File: config.mk
export PLATFORM = sky130hd
export DESIGN_NAME = uart_rx_ctrl
export DESIGN_NICKNAME = d
export VERILOG_FILES = /design/src/rtl/uart_rx_ctrl.sv
export SDC_FILE = /design/constraint.sdc
export NUM_CORES = 1
export LEC_CHECK = 0
export CAP_MARGIN = 10
export CORE_MARGIN = 5
export CORE_UTILIZATION = 47
export CTS_CLUSTER_SIZE = 25
export DETAILED_ROUTE_END_ITERATION = 16
export GPL_TIMING_DRIVEN = 0
export PLACE_DENSITY = 0.77
export SETUP_SLACK_MARGIN = 0.1
export SYNTH_ARGS = -nofsm -noshare
export SYNTH_HDL_FRONTEND = slang
export SYNTH_SLANG_ARGS = --single-unit
File: constraint.sdc
create_clock -name rx_clk -period 1.55 [get_ports rx_clk]
set_input_delay 0.155 -clock rx_clk [delete_from_list [all_inputs] [get_ports rx_clk]]
set_output_delay 0.155 -clock rx_clk [all_outputs]
set_load 0.005 [all_outputs]
File: src/rtl/uart_rx_ctrl.sv
// ----------------------------------------------------------------------------
// uart_rx_ctrl
//   Receive-side sequencer for the UART RX datapath. It synchronizes the
//   serial line and detects and validates the start bit using OVERSAMPLE
//   clocks per bit. It drives mid-bit strobes for the external shift
//   register, parity checker and stop-bit detector. At the end of each frame
//   it captures the word and its error flags into a one-entry holding
//   register, which the consumer drains through a valid/ready handshake.
//
// Ports
//   rx_clk, rx_rst_n     : clock, synchronous active-low reset
//   rx_in                : raw asynchronous serial line (idle = 1)
//   parallel_in          : assembled word from the external sipo
//   parity_bit_error     : parity checker result (cycle after parity_load)
//   stop_bit_error       : stop-bit detector result (cycle after check_stop)
//   rx_sync              : synchronized serial line for the datapath
//   shift / parity_load / check_stop : one-cycle mid-bit strobes
//   busy                 : a frame is in progress (any state but IDLE)
//   rx_data, rx_valid, rx_ready            : holding register handshake
//   rx_parity_err, rx_frame_err, rx_overrun : flags for the held word
// ----------------------------------------------------------------------------
`ifndef DATA_WIDTH
`define DATA_WIDTH 8
`endif

module uart_rx_ctrl #(
    parameter int DATA_WIDTH = `DATA_WIDTH,
    parameter int OVERSAMPLE = 16,
    parameter int PARITY_EN  = 1
) (
    input  logic                  rx_clk,
    input  logic                  rx_rst_n,
    input  logic                  rx_in,
    input  logic [DATA_WIDTH-1:0] parallel_in,
    input  logic                  parity_bit_error,
    input  logic                  stop_bit_error,
    output logic                  rx_sync,
    output logic                  shift,
    output logic                  parity_load,
    output logic                  check_stop,
    output logic                  busy,
    output logic [DATA_WIDTH-1:0] rx_data,
    output logic                  rx_valid,
    input  logic                  rx_ready,
    output logic                  rx_parity_err,
    output logic                  rx_frame_err,
    output logic                  rx_overrun
);

    localparam int OS_W = $clog2(OVERSAMPLE);
    localparam int BC_W = $clog2(DATA_WIDTH + 1);
    localparam logic [OS_W-1:0] OS_MID  = OS_W'(OVERSAMPLE / 2 - 1);
    localparam logic [OS_W-1:0] OS_LAST = OS_W'(OVERSAMPLE - 1);
    localparam logic [BC_W-1:0] BC_LAST = BC_W'(DATA_WIDTH - 1);

    typedef enum logic [2:0] {
        S_IDLE, S_START, S_DATA, S_PARITY, S_STOP, S_LOAD
    } state_t;

    state_t                r_state;
    state_t                w_state_next;
    logic                  r_sync1;
    logic                  r_sync2;
    logic                  r_sync_prev;
    logic [OS_W-1:0]       r_os_cnt;
    logic [BC_W-1:0]       r_bit_cnt;
    logic [DATA_WIDTH-1:0] r_data;
    logic                  r_valid;
    logic                  r_parity_err;
    logic                  r_frame_err;
    logic                  r_overrun;
    logic                  w_fall;
    logic                  w_os_mid;
    logic                  w_os_last;
    logic                  w_xfer;
    logic                  w_slot_free;

    // Line synchronizer plus one history flop for falling-edge detection.
    // Resetting to 1 (idle) keeps reset release from looking like a start bit.
    always_ff @(posedge rx_clk) begin
        if (!rx_rst_n) begin
            r_sync1     <= 1'b1;
            r_sync2     <= 1'b1;
            r_sync_prev <= 1'b1;
        end else begin
            // NOTE: non-blocking assignments make every flop take its
            // pre-edge value; blocking ones would collapse the chain into one.
            r_sync1     <= rx_in;
            r_sync2     <= r_sync1;
            r_sync_prev <= r_sync2;
        end
    end

    // Only a 1->0 transition starts a frame, so a line stuck low (a break,
    // or a framing error) must go back high before it can start another.
    assign w_fall    = r_sync_prev & ~r_sync2;
    assign w_os_mid  = (r_os_cnt == OS_MID);
    assign w_os_last = (r_os_cnt == OS_LAST);

    // State register
    always_ff @(posedge rx_clk) begin
        if (!rx_rst_n) begin
            r_state <= S_IDLE;
        end else begin
            r_state <= w_state_next;
        end
    end

    // Next-state logic
    always_comb begin
        // NOTE: the default assignment comes first so every path drives
        // w_state_next and no latch is inferred.
        w_state_next = r_state;
        case (r_state)
            S_IDLE:   if (w_fall) w_state_next = S_START;
            S_START:  if (w_os_mid) w_state_next = r_sync2 ? S_IDLE : S_DATA;
            S_DATA:   if (w_os_last && (r_bit_cnt == BC_LAST))
                          w_state_next = (PARITY_EN != 0) ? S_PARITY : S_STOP;
            S_PARITY: if (w_os_last) w_state_next = S_STOP;
            S_STOP:   if (w_os_last) w_state_next = S_LOAD;
            S_LOAD:   w_state_next = S_IDLE;
            default:  w_state_next = S_IDLE;
        endcase
    end

    // Output logic. The strobes are gated by reset, so a strobe that would
    // land on the reset cycle is suppressed.
    always_comb begin
        shift       = 1'b0;
        parity_load = 1'b0;
        check_stop  = 1'b0;
        if (rx_rst_n) begin
            case (r_state)
                S_DATA:   shift       = w_os_last;
                S_PARITY: parity_load = w_os_last;
                S_STOP:   check_stop  = w_os_last;
                default:  ;
            endcase
        end
    end

    assign busy = (r_state != S_IDLE);

    // Oversample counter restarts on every state entry and wraps at each
    // bit boundary. This puts every strobe a whole bit period after the
    // start-bit mid-point.
    always_ff @(posedge rx_clk) begin
        if (!rx_rst_n) begin
            r_os_cnt  <= '0;
            r_bit_cnt <= '0;
        end else begin
            if ((w_state_next != r_state) || w_os_last || (r_state == S_IDLE)) begin
                r_os_cnt <= '0;
            end else begin
                r_os_cnt <= r_os_cnt + OS_W'(1);
            end
            if (r_state == S_START) begin
                r_bit_cnt <= '0;
            end else if (shift) begin
                r_bit_cnt <= r_bit_cnt + BC_W'(1);
            end
        end
    end

    // Holding register. A transfer in the LOAD cycle frees the slot, so the
    // new word replaces the old one without a bubble and without overrun.
    assign w_xfer      = r_valid & rx_ready;
    assign w_slot_free = ~r_valid | w_xfer;

    always_ff @(posedge rx_clk) begin
        if (!rx_rst_n) begin
            // NOTE: the data register is reset as well as the control flags,
            // so rx_data reads 0 before the first frame. It is a single
            // register, not a memory array.
            r_data       <= '0;
            r_valid      <= 1'b0;
            r_parity_err <= 1'b0;
            r_frame_err  <= 1'b0;
            r_overrun    <= 1'b0;
        end else if (r_state == S_LOAD) begin
            if (w_slot_free) begin
                r_data       <= parallel_in;
                r_parity_err <= (PARITY_EN != 0) && parity_bit_error;
                r_frame_err  <= stop_bit_error;
                r_valid      <= 1'b1;
                if (w_xfer) r_overrun <= 1'b0;
            end else begin
                r_overrun <= 1'b1;
            end
        end else if (w_xfer) begin
            r_valid   <= 1'b0;
            r_overrun <= 1'b0;
        end
    end

    assign rx_sync       = r_sync2;
    assign rx_data       = r_data;
    assign rx_valid      = r_valid;
    assign rx_parity_err = r_parity_err;
    assign rx_frame_err  = r_frame_err;
    assign rx_overrun    = r_overrun;

endmodule

==> metrics <==
CP Capture Type=flop; worst vdd rail ir drop=0.000612 V; FMAX=0.645 GHz; Hold Fails Final Rpt=0; Worst Setup Path Type=flop to flop; top fanout value on the critical path=5; number of buffers between clock root and the deepest sink=2; Arrival @ worst endpoint=1.79 ns; Core Rows=18; top-level I/O count=31; total power density per cell area=680 nW/um^2; flip-flop and latch count after synthesis=26; Residual DRC=0; initial core utilization=0.491; leading cell types by total area after synthesis=dfxtp_1, mux2i_1, nor2b_1; placement-stage cell area=1540 um^2; routed wire length per instance=15.0 um; total power of the final layout=0.00124 W; number of instances in the synthesized netlist=118; count of unique library cells instantiated by Yosys=38; setup repair after global routing missed its margin=yes; number of nets in the layout=185; Top FF cell, synth=dfxtp_1; total of buffers placed on input and output ports=30; Least-Margin Pin Slew=0.446 ns; Layout Area Growth over Synthesis=51.9%; final setup violation count=0; Post-Syn Nets=134; initial drt markers=15; remaining global-route overflow=0; share of layout cells above drive strength 1=0.351; most frequent cells in the layout=clkdlybuf4s50_1, dfxtp_1, buf_4, mux2i_1, nor2b_1; wire length of the first global-routing pass=4540 um; horizontal die dimension=60.6 um; chip height=60.6 um; clock latency on the worst-skew pair=0.33 ns; number of enable-type register cells in the synthesized netlist=0; routed wire length=2980 um; number of nets with antenna violations after routing=0; full die area=3680 um^2; router iterations before antenna repair=4; post-route core utilization=0.746; last weighted congestion value of the routability-driven placer=0.834; required time reported for the critical path endpoint=1.79 ns; critical path launch point=r_state[2]; Placeable Area=2450 um^2; proportion of netlist area held by the largest area contributor=0.432; max-cap violations=0; buffer cell driving the clock tree root=clkbuf_4; cell area after technology mapping=1200 um^2; Reg clk slew, reported paths=0.14 ns; category of the worst setup path launch point=flop; Period Utilization, post-route=1.00; CTS sink cnt=26; detailed placement HPWL=1810 um; number of buffers inserted for hold repair after clock tree synthesis=0; Mapped Avg Cell Area=10.2 um^2; DR vias=1038; CTS buffer count=3; Filler Cells Inserted=177; total routing resource utilization after global routing=0.162; depth of the CTS H-tree=1; via count of the first global-routing pass=1047; TritonCTS clock tree=done; maximum number of pins on one net before global-route repair=16; worst clock skew=0.00207 ns; share of the yosys chip area belonging to registers=0.432; leak pwr=0.687 nW; outcome=finished, final reports clean; most common cell after layout, fill and taps aside=clkdlybuf4s50_1; Hold Crit Class=input pin to flop; RR Startpoint=r_state[2]; shortest period the worst path allows=1.55 ns; Final Instance Area=1830 um^2; area occupied by registers=529 um^2; synthesis warning total=0; area occupied by multi-input gates=711 um^2; Vias/cell=5.24; diode count=0; area leader, netlist=dfxtp_1; FFs w/ async S/R, synth=0; normalized max-slew margin=0.699; Hold Path Origin=rx_rst_n; Final Slew Violations=0; antenna violations before repair=0
path summary, 6_finish.rpt:
kind | to | slack [ns] | cells past startpoint
worst max-delay path | r_os_cnt[3] | 0.0003 | 7
worst min-delay path | r_os_cnt[0] | 0.36 | 3
worst max register to register | r_os_cnt[3] | 0.0003 | 7
worst min register to register | rx_sync | 0.44 | 1
area by class of cell:
cell class	instances	share of cell area
clock buffers	3	0.0123
repair buffers	46	0.232
flip-flops and latches	26	0.289
multi-input cells	82	0.388
plain buffers	8	0.0376
inverters	2	0.00410
clock inverters	1	0.0164
well taps	30	0.0205
metal layers:
layer	vias to the layer above	global-route usage	share of wire
met5	-	0	0
li1	510	-	-
met4	0	0.0619	0.028
met3	8	0.0255	0.036
met2	25	0.284	0.50
met1	495	0.199	0.44
sequential cells by signal, summed over array words and instances (netlist names):
signal and cells:
r_state 3, r_os_cnt 4, rx_frame_err 1, rx_parity_err 1, rx_sync 1, r_sync_prev 1, rx_valid 1, r_bit_cnt 4
r_sync1 1, rx_overrun 1, rx_data 8
synthesized netlist by cell type (2+ instances only):
master / count
buf_6: 2
nand2_1: 4
xor2_1: 4
nor3_1: 2
or3b_1: 2
ha_1: 2
nor3_2: 2
and3_1: 4
nand2b_1: 5
clkbuf_1: 2
inv_1: 2
a21oi_1: 2
xnor2_1: 2
and4bb_2: 2
nand4_1: 3
mux2i_1: 11
dfxtp_1: 26
buf_2: 3
nor2b_1: 11
nor2_1: 7
nand3_1: 3
through the flow:
| stage | setup TNS [ns] | cells | setup slack, ns | hold WS [ns] |
|---|---|---|---|---|
| floorplan | 0 | 118 | 0.197 | 0.256 |
| global placement | -1.21 | 178 | -0.478 | 0.392 |
| detailed placement | -1.23 | 178 | -0.468 | 0.405 |
| CTS | -0.0465 | 193 | -0.0166 | 0.340 |
| global route | -0.334 | 198 | -0.0524 | 0.357 |
| finish | 0 | 198 | 0.000340 | 0.361 |
worst max-delay path, cell delays in order, from the launching register on:
cell     delay [ns]
dfxtp_2        0.35
buf_6          0.11
buf_6          0.12
buf_6          0.11
or3b_4         0.39
a21oi_4        0.16
o31a_4         0.17
nor3_2         0.05
cells by family after synthesis:
| logic type | Yosys count | synth area share |
|---|---|---|
| xor+xnor | 6 | 0.0436 |
| compound gates | 11 | 0.0737 |
| simple gates | 52 | 0.289 |
| buf+inv | 10 | 0.0498 |
| mux | 11 | 0.0914 |
| fa+ha+maj | 2 | 0.0208 |
| flops | 26 | 0.432 |
power by group:
part | total, W | internal [W] | switching, W | leakage (nW)
Sequential | 0.000675 | 0.000673 | 0.00000263 | 0.212
Combinational | 0.000100 | 0.0000596 | 0.0000407 | 0.447
Clock | 0.000469 | 0.000262 | 0.000208 | 0.0279
repair_timing:
item / 4_1_cts / 5_1_grt
gates resized for setup: 43 / 15
gates cloned: 0 / 1
setup buffers: 11 / 4
pin swaps: 13 / 10
hold endpoints to repair: 0 / 0
endpoints found under the setup margin: 11 / 17
No activity file was read; power rests on OpenSTA's default activity.
